## config.mk

```make
export PLATFORM = sky130hd
export DESIGN_NAME = serial_in_capture
export DESIGN_NICKNAME = d
export VERILOG_FILES = /design/src/rtl/serial_in_capture_pkg.sv /design/src/rtl/serial_in_capture_line_sync.sv /design/src/rtl/serial_in_capture.sv
export SDC_FILE = /design/constraint.sdc
export NUM_CORES = 1
export LEC_CHECK = 0
export ABC_AREA = 1
export BUFFER_PORTS_ARGS = -buffer_cell sky130_fd_sc_hd__buf_2
export CORE_MARGIN = 4
export CORE_UTILIZATION = 53
export DETAILED_ROUTE_END_ITERATION = 10
export PLACE_DENSITY_LB_ADDON = 0.1
export SLEW_MARGIN = 20
export SYNTH_ARGS = -nofsm -noshare
export SYNTH_HDL_FRONTEND = slang
export SYNTH_SLANG_ARGS = --single-unit
```

## constraint.sdc

```tcl
create_clock -name clk_in -period 1.9 [get_ports clk_in]
set_input_delay 0.38 -clock clk_in [delete_from_list [all_inputs] [get_ports clk_in]]
set_output_delay 0.38 -clock clk_in [all_outputs]
set_load 0.03 [all_outputs]
```

## src/rtl/serial_in_capture_pkg.sv

```systemverilog
// Shared definitions for the serial link receiver; default field widths match the serial out buffer.
package serial_in_capture_pkg;

    localparam int SIC_ADDR_W = 7;
    localparam int SIC_DATA_W = 8;
    localparam int FRAME_W    = SIC_ADDR_W + SIC_DATA_W;

    typedef enum logic [1:0] {
        IDLE      = 2'd0,
        SHIFT     = 2'd1,
        WAIT_STOP = 2'd2
    } sic_state_e;

    function automatic int frame_width(input int aw, input int dw);
        return aw + dw;
    endfunction

endpackage

```

## src/rtl/serial_in_capture_line_sync.sv

```systemverilog
// N-flop synchronizer plus one history flop; reports the previous synced level and its edges.
// Reset value is the idle-high line level so reset never fabricates an edge.
module line_sync #(
    parameter int   STAGES  = 2,
    parameter logic RST_VAL = 1'b1
) (
    input  logic clk_in,
    input  logic reset,
    input  logic line_i,
    output logic prev_o,
    output logic rise_o,
    output logic fall_o
);

    logic [STAGES-1:0] sync_q;
    logic              hist_q;
    logic              cur;

    always_ff @(posedge clk_in or posedge reset) begin
        if (reset) begin
            sync_q <= {STAGES{RST_VAL}};
            hist_q <= RST_VAL;
        end else begin
            sync_q <= {sync_q[STAGES-2:0], line_i};
            hist_q <= sync_q[STAGES-1];
        end
    end

    assign cur    = sync_q[STAGES-1];
    assign prev_o = hist_q;
    assign rise_o = cur & ~hist_q;
    assign fall_o = ~cur & hist_q;

endmodule

```

## src/rtl/serial_in_capture.sv

```systemverilog
// Two-wire serial receiver: START, FRAME_W bits MSB-first on InC rises, STOP -> {A_out, D_out} + Valid.
// Valid lands SYNC_STAGES+2 cycles after the STOP pin edge; framing faults pulse FrameErr instead.
module serial_in_capture
    import serial_in_capture_pkg::*;
#(
    parameter int ADDR_W      = SIC_ADDR_W,
    parameter int DATA_W      = SIC_DATA_W,
    parameter int SYNC_STAGES = 2,
    parameter int TIMEOUT_CYC = 255
) (
    input  logic              clk_in,
    input  logic              reset,
    input  logic              InD,
    input  logic              InC,
    output logic [ADDR_W-1:0] A_out,
    output logic [DATA_W-1:0] D_out,
    output logic              Valid,
    output logic              FrameErr,
    output logic              Busy
);

    localparam int                FW       = frame_width(ADDR_W, DATA_W);
    localparam int                CNT_W    = $clog2(FW + 1);
    localparam int                TO_W     = $clog2(TIMEOUT_CYC + 1);
    localparam logic [CNT_W-1:0]  LAST_BIT = CNT_W'(FW - 1);
    localparam logic [TO_W-1:0]   TO_LAST  = TO_W'(TIMEOUT_CYC - 1);

    logic d_prev, d_rise, d_fall;
    logic c_prev, c_rise, c_fall;

    line_sync #(.STAGES(SYNC_STAGES), .RST_VAL(1'b1)) u_sync_d (
        .clk_in (clk_in),
        .reset  (reset),
        .line_i (InD),
        .prev_o (d_prev),
        .rise_o (d_rise),
        .fall_o (d_fall)
    );

    line_sync #(.STAGES(SYNC_STAGES), .RST_VAL(1'b1)) u_sync_c (
        .clk_in (clk_in),
        .reset  (reset),
        .line_i (InC),
        .prev_o (c_prev),
        .rise_o (c_rise),
        .fall_o (c_fall)
    );

    // START/STOP need InC high and unchanged; any InC movement makes the cycle a clock event only.
    // A bit takes the data level from before the InC rise, so InD may move in that same cycle.
    logic c_hold;
    logic start_d, stop_d, bit_d, bval_d;
    logic start_q, stop_q, bit_q, bval_q;

    assign c_hold  = c_prev & ~c_fall;
    assign start_d = d_fall & c_hold;
    assign stop_d  = d_rise & c_hold;
    assign bit_d   = c_rise;
    assign bval_d  = d_prev;

    always_ff @(posedge clk_in or posedge reset) begin
        if (reset) begin
            start_q <= 1'b0;
            stop_q  <= 1'b0;
            bit_q   <= 1'b0;
            bval_q  <= 1'b0;
        end else begin
            start_q <= start_d;
            stop_q  <= stop_d;
            bit_q   <= bit_d;
            bval_q  <= bval_d;
        end
    end

    sic_state_e        state_q;
    logic [FW-1:0]     shift_q;
    logic [CNT_W-1:0]  cnt_q;
    logic [TO_W-1:0]   to_q;
    logic [ADDR_W-1:0] addr_q;
    logic [DATA_W-1:0] data_q;
    logic              valid_q, err_q, busy_q;

    always_ff @(posedge clk_in or posedge reset) begin
        if (reset) begin
            state_q <= IDLE;
            shift_q <= '0;
            cnt_q   <= '0;
            to_q    <= '0;
            addr_q  <= '0;
            data_q  <= '0;
            valid_q <= 1'b0;
            err_q   <= 1'b0;
            busy_q  <= 1'b0;
        end else begin
            valid_q <= 1'b0;
            err_q   <= 1'b0;
            case (state_q)
                IDLE: begin
                    if (start_q) begin
                        state_q <= SHIFT;
                        busy_q  <= 1'b1;
                        cnt_q   <= '0;
                        shift_q <= '0;
                        to_q    <= '0;
                    end
                end
                SHIFT, WAIT_STOP: begin
                    if (start_q) begin
                        err_q   <= 1'b1;
                        state_q <= SHIFT;
                        cnt_q   <= '0;
                        shift_q <= '0;
                        to_q    <= '0;
                    end else if (stop_q) begin
                        state_q <= IDLE;
                        busy_q  <= 1'b0;
                        if (state_q == WAIT_STOP) begin
                            valid_q <= 1'b1;
                            addr_q  <= shift_q[FW-1 -: ADDR_W];
                            data_q  <= shift_q[DATA_W-1:0];
                        end else begin
                            err_q <= 1'b1;
                        end
                    end else if (bit_q) begin
                        if (state_q == WAIT_STOP) begin
                            err_q   <= 1'b1;
                            state_q <= IDLE;
                            busy_q  <= 1'b0;
                        end else begin
                            shift_q <= {shift_q[FW-2:0], bval_q};
                            cnt_q   <= cnt_q + 1'b1;
                            to_q    <= '0;
                            if (cnt_q == LAST_BIT) begin
                                state_q <= WAIT_STOP;
                            end
                        end
                    end else if (to_q == TO_LAST) begin
                        err_q   <= 1'b1;
                        state_q <= IDLE;
                        busy_q  <= 1'b0;
                    end else begin
                        to_q <= to_q + 1'b1;
                    end
                end
                default: begin
                    state_q <= IDLE;
                    busy_q  <= 1'b0;
                end
            endcase
        end
    end

    assign A_out    = addr_q;
    assign D_out    = data_q;
    assign Valid    = valid_q;
    assign FrameErr = err_q;
    assign Busy     = busy_q;

endmodule

```

==> results.py, run 1 <==
metrics = {
    "run_status": {
        "status": "completed",
    },
    "timing": {
        "max_freq_mhz": 566.8,
        "relSlewSlack": 0.8059,
        "slew_violations": 0,
        "period_share": 0.9286,
        "finalSetupViolations": 0,
        "hold_viol": 0,
        "fin_crit_ps": 1764,
        "whs_ps": 81.81,
        "fin_worst_skew_ps": 7.770,
        "setup_tns_ps": 0,
        "tightest_slew_ps": 291.1,
    },
    "drt": {
        "drt_pass1_iterations": 4,
        "viasPerCell": 4.908,
        "wl_um": 4618,
        "route.detailed.drc": 0,
        "drtAntennaViolNets": 0,
        "drtIter0Drc": 122,
        "wl_per_cell_um": 12.18,
        "vias": 1860,
    },
    "critical_path": {
        "critical_path.max_fanout": 7,
        "r2r_slack_ps": 140,
        "startpoint_type": "flop",
        "worstSetupPathType": "reg -> reg",
        "end_kind": "flop",
        "worstPathRequired_ps": 2120,
        "worstReg2RegEnd": "to_q[3]",
        "crit_start": "state_q[1]",
        "arrival_ps": 1980,
        "reg2regPathDepth": 9,
        "r2r-start": "state_q[1]",
    },
    "placement": {
        "io_buffers": 21,
        "placed_cell_area_um2": 2843,
        "gp_congestion": 0.8216,
        "dpl.hpwl_um": 3036,
    },
    "logic_synthesis": {
        "syn_inst": 274,
        "synth_cell_types": 29,
        "ys_dominant_reg_cell": "dfrtp_1",
        "syn_area_um2": 2640,
        "synth_warnings": 0,
        "ys_ff_latch": 57,
        "synth_area_leaders": "dfrtp_1 48%, nand2_1 7.5%, dfstp_2 6.0%, inv_1 5.7%, o22ai_2 4.7%",
        "seq_area_frac_synth": 0.5431,
        "yosysTopAreaCellShare": 0.4834,
        "syn_nets": 287,
        "yosysTopAreaCell": "dfrtp_1",
        "synth_edf_count": 0,
        "postSynthAreaPerCell_um2": 9.635,
        "async_flop_share": 1.000,
    },
    "die": {
        "die_x_um": 78.58,
        "core-area_um2": 4786,
        "die-area_um2": 6174,
        "chipHeight_um": 78.58,
        "start_util": 0.5516,
        "ios": 22,
        "rows": 25,
    },
    "cts": {
        "cts_tree": "built",
        "clock_sink_count": 57,
        "path_clk_slew_ps": 70,
        "cts_buffers": 9,
        "cts_hold_buf": 0,
        "root_buffer": "clkbuf_8",
        "worstSkewPairLatency_ps": 340,
        "cts.path.max_buffers": 2,
        "h-tree-depth": 3,
    },
    "layout": {
        "diodes": 0,
        "final_util": 0.6471,
        "fill_cells": 408,
        "nNetsFinal": 320,
        "drive_gt1_frac": 0.2532,
        "most-common-layout-cells": "53 x nand2_1, 51 x dfrtp_1, 39 x inv_1",
        "fin_area_um2": 3097,
        "area_growth_pct": 17.30,
        "final_common_cell": "nand2_1",
    },
    "global_routing": {
        "grt_max_degree": 58,
        "gr-total-overflow": 0,
        "grt_pass1_wl_um": 7859,
        "grt_pass1_vias": 1728,
        "grt_use_total": 0.1670,
        "antenna_found_initial": 0,
    },
    "run": {
        "maxCapViolations": 0,
    },
    "pwr": {
        "ir_drop_uv": 847.3,
        "powerDensity_nw_per_um2": 1404,
        "fin_total_pwr_w": 0.004348,
        "p_leak_nw": 1.480,
    },
    "worst_hold_path": {
        "worstHoldPathType": "in -> async",
    },
}
## power by group
group	internal, W	switching (W)	total [W]
clock network	0.000683	0.000501	0.00118
logic	0.000624	0.00111	0.00174
registers	0.00134	0.0000818	0.00143
total	0.00265	0.00170	0.00435
## synthesized netlist by cell type, types with 4 or more instances
library cell	number
o21ai_0	22
nor2_1	19
dfstp_2	6
nand2_1	53
nand4_1	5
ha_1	9
o22ai_2	10
nand3_1	14
inv_2	4
dfrtp_1	51
a21oi_1	4
o21ai_1	4
o22ai_1	6
inv_1	40
## state kept, by name (all words and copies together) (netlist names)
name             cells
shift_q             15
D_out                8
to_q                 8
A_out                7
cnt_q                4
state_q              2
u_sync_c.sync_q      2
u_sync_d.sync_q      2
Busy                 1
FrameErr             1
Valid                1
bit_q                1
bval_q               1
start_q              1
stop_q               1
u_sync_c.prev_o      1
u_sync_d.prev_o      1
## layer usage
| layer | share of wire | vias to the layer above | routed length, um | track usage |
|---|---|---|---|---|
| met5 | 0 | - | 0 | 0 |
| met4 | 0.018 | 0 | 83 | 0.07343 |
| met3 | 0.046 | 9 | 211 | 0.06537 |
| met2 | 0.47 | 28 | 2166 | 0.2572 |
| met1 | 0.47 | 872 | 2156 | 0.2078 |
| li1 | - | 951 | - | - |
## how the worst max path moves through the flow
stage	end	slack, ps
5_1_grt	to_q[6]	-20
3_3_place_gp	to_q[6]	120
3_5_place_dp	to_q[6]	40
6_report	to_q[3]	140
4_1_cts	to_q[6]	20
2_1_floorplan	A_out[0]	130
## what timing repair did
item                       CTS  global route
buffers inserted             0             3
gates resized for setup      0             3
setup endpoints to repair    0            26
## layout make-up
class                   count  area, um^2  area share
repair buffers             28       182.7     0.05899
inverters                  44       165.2     0.05333
well taps                  67       83.83     0.02707
flip-flops and latches     57        1434      0.4630
clock inverters             5       62.56     0.02020
multi-input cells         167        1017      0.3285
clock buffers              11       151.4     0.04889
## cells by family after synthesis
family / count (synthesis) / synth area share
AND/OR/NAND/NOR: 106 / 0.1962
flip-flops: 57 / 0.5431
buffers and inverters: 50 / 0.07820
AO/OA/AOI/OAI: 49 / 0.1299
XOR/XNOR: 3 / 0.009954
adder cells (fa/ha/maj): 9 / 0.04265
## critical path, cell delays in order (launching register included)
cell and delay, ps:
dfrtp_1 410, inv_1 120, ha_4 330, nand2_2 130, nor2_4 200, nand3_4 120, nand2_4 130, inv_2 70
nand2_1 60, o21ai_1 70
## stage by stage
stage / instances / setup slack, ps
5_1_grt: 379 / -19.93
6_report: 379 / 135.7
3_3_place_gp: 360 / 118.3
2_1_floorplan: 274 / 130.3
4_1_cts: 376 / 19.78
3_5_place_dp: 360 / 41.19
Note: power is estimated with default switching activity, not from simulation.
==> inputs of run 2 (changes only) <==
==> constraint.sdc (replaced) <==
create_clock -name clk_in -period 1.9 [get_ports clk_in]
set_input_delay 0.285 -clock clk_in [delete_from_list [all_inputs] [get_ports clk_in]]
set_output_delay 0.285 -clock clk_in [all_outputs]
set_load 0.03 [all_outputs]
==> run 2 against run 1 <==
  * Setup slack better by 16 ps
  * Fmax is 0.94% higher
  * Clock power hardly changed
  * Clock-buffer cell count is 3 higher
  * Clock skew is 3.0 ps lower
  * Via count is 0.48% lower
  * Worst hold slack worse by 28 ps
  * Sequential power hardly changed
  * Combinational power is 2% lower
  * Critical endpoint is now to_q[6]
==> results.py, run 2 (synthesis results as in run 1) <==
metrics = {
    "pwr": {
        "powerDensity_nw_per_um2": 1390,
        "fin_total_pwr_w": 0.004281,
        "p_leak_nw": 1.479,
        "ir_drop_uv": 865.6,
    },
    "layout": {
        "nNetsFinal": 319,
        "fill_cells": 403,
        "final_common_cell": "nand2_1",
        "drive_gt1_frac": 0.2379,
        "multi_input_area_um2": 1012,
        "regArea_um2": 1434,
        "most-common-layout-cells": "53 x nand2_1, 51 x dfrtp_1, 39 x inv_1",
        "final_util": 0.6437,
        "diodes": 0,
        "largest_reg_flops": 15,
        "stdcell_count": 378,
        "regMostFlops": "shift_q",
        "area_growth_pct": 16.68,
    },
    "die": {
        "ios": 22,
        "die-area_um2": 6174,
        "chipHeight_um": 78.58,
        "die_x_um": 78.58,
        "rows": 25,
        "start_util": 0.5516,
        "core-area_um2": 4786,
    },
    "drt": {
        "drt_pass1_iterations": 4,
        "drtIter0Drc": 65,
        "route.detailed.drc": 0,
        "vias": 1851,
        "drtAntennaViolNets": 0,
        "wl_um": 4652,
        "viasPerCell": 4.897,
        "wl_per_cell_um": 12.31,
    },
    "critical_path": {
        "critical_path.max_fanout": 7,
        "r2r_slack_ps": 150,
        "worstPathRequired_ps": 2120,
        "r2r-start": "state_q[0]",
        "reg2regPathDepth": 10,
        "worstReg2RegEnd": "to_q[6]",
        "startpoint_type": "flop",
        "worstSetupPathType": "reg -> reg",
        "arrival_ps": 1970,
        "end_kind": "flop",
    },
    "global_routing": {
        "grt_pass1_wl_um": 8142,
        "grt_use_total": 0.1734,
        "antenna_found_initial": 0,
        "grt_pass1_vias": 1854,
        "gr-total-overflow": 0,
        "grt_max_degree": 58,
    },
    "timing": {
        "worst_slack_ps": 152.1,
        "fin_worst_skew_ps": 4.730,
        "period_share": 0.9199,
        "relSlewSlack": 0.8061,
        "slew_violations": 0,
        "finalSetupViolations": 0,
        "fin_crit_ps": 1748,
        "hold_viol": 0,
        "setup_tns_ps": 0,
        "max_freq_mhz": 572.1,
        "rsz0062_at_grt": "false",
        "tightest_slew_ps": 290.9,
    },
    "placement": {
        "place_ws_ps": 72.36,
        "dpl.hpwl_um": 3063,
        "gp_congestion": 0.8203,
        "place_inst": 360,
        "io_buffers": 21,
    },
    "cts": {
        "path_clk_slew_ps": 60,
        "clock_sink_count": 57,
        "worstSkewPairLatency_ps": 330,
        "cts_tree": "built",
        "cts_buffers": 9,
        "root_buffer": "clkbuf_8",
        "cts.path.max_buffers": 2,
        "h-tree-depth": 3,
    },
    "worst_hold_path": {
        "hold_path_depth": 1,
        "hold_end": "u_sync_c.sync_q[0]",
        "hold_start": "InC",
        "worstHoldPathType": "in -> reg",
    },
    "run": {
        "maxCapViolations": 0,
    },
    "run_status": {
        "status": "completed",
    },
}
[run 2: metal layers]
metal | vias to the layer above | part of all wire | GRT usage
li1 | 945 | - | -
met1 | 869 | 0.49 | 0.2167
met2 | 27 | 0.47 | 0.2691
met3 | 10 | 0.027 | 0.04817
met4 | 0 | 0.021 | 0.09965
met5 | - | 0 | 0
[run 2: per-stage QoR]
step,cell area [um^2],hold WS [ps]
after CTS,3060,36.74
after global routing,3080,30.61
after detailed placement,2843,347.1
after floorplan,2640,289.5
final,3080,53.77
after global placement,2843,350.9
[run 2: power breakdown]
| part | total (W) | internal [W] | switching, W | leakage [nW] |
|---|---|---|---|---|
| clock | 0.00116 | 0.000712 | 0.000447 | 0.107 |
| combinational | 0.00170 | 0.000587 | 0.00111 | 0.609 |
| sequential | 0.00142 | 0.00135 | 0.0000781 | 0.764 |
| total | 0.00428 | 0.00264 | 0.00164 | 1.48 |
[run 2: worst max-delay path by stage]
stage	start	end	slack [ps]	cells after the start
global route	state_q[0]	to_q[6]	30	10
CTS	state_q[0]	to_q[6]	50	10
global placement	state_q[0]	to_q[6]	120	10
detailed placement	state_q[0]	to_q[6]	70	10
finish	state_q[0]	to_q[6]	150	10
floorplan	reset	A_out[0]	230	1
[run 2: area by class of cell]
type	instances	share of cell area
well taps	67	0.02721
multi-input cells	167	0.3286
repair buffers	27	0.05768
clock buffers	14	0.05605
flip-flops and latches	57	0.4655
clock inverters	2	0.01137
inverters	44	0.05361
[run 2: what timing repair did]
action | CTS | global route
endpoints found under the setup margin | 0 | 17
hold buffers | 1 | 0
gates resized for setup | 0 | 2
endpoints found under the hold margin | 7 | 0
buffers inserted | 0 | 1
[run 2: critical path, cell delays in order (launching register included)]
cell and delay [ps]:
dfrtp_1 410, inv_1 160, ha_4 250, nand3_1 150
nand2_4 100, nor2_4 190, nand2_4 100, inv_2 100
o21ai_1 70, nand2_1 60, inv_1 30
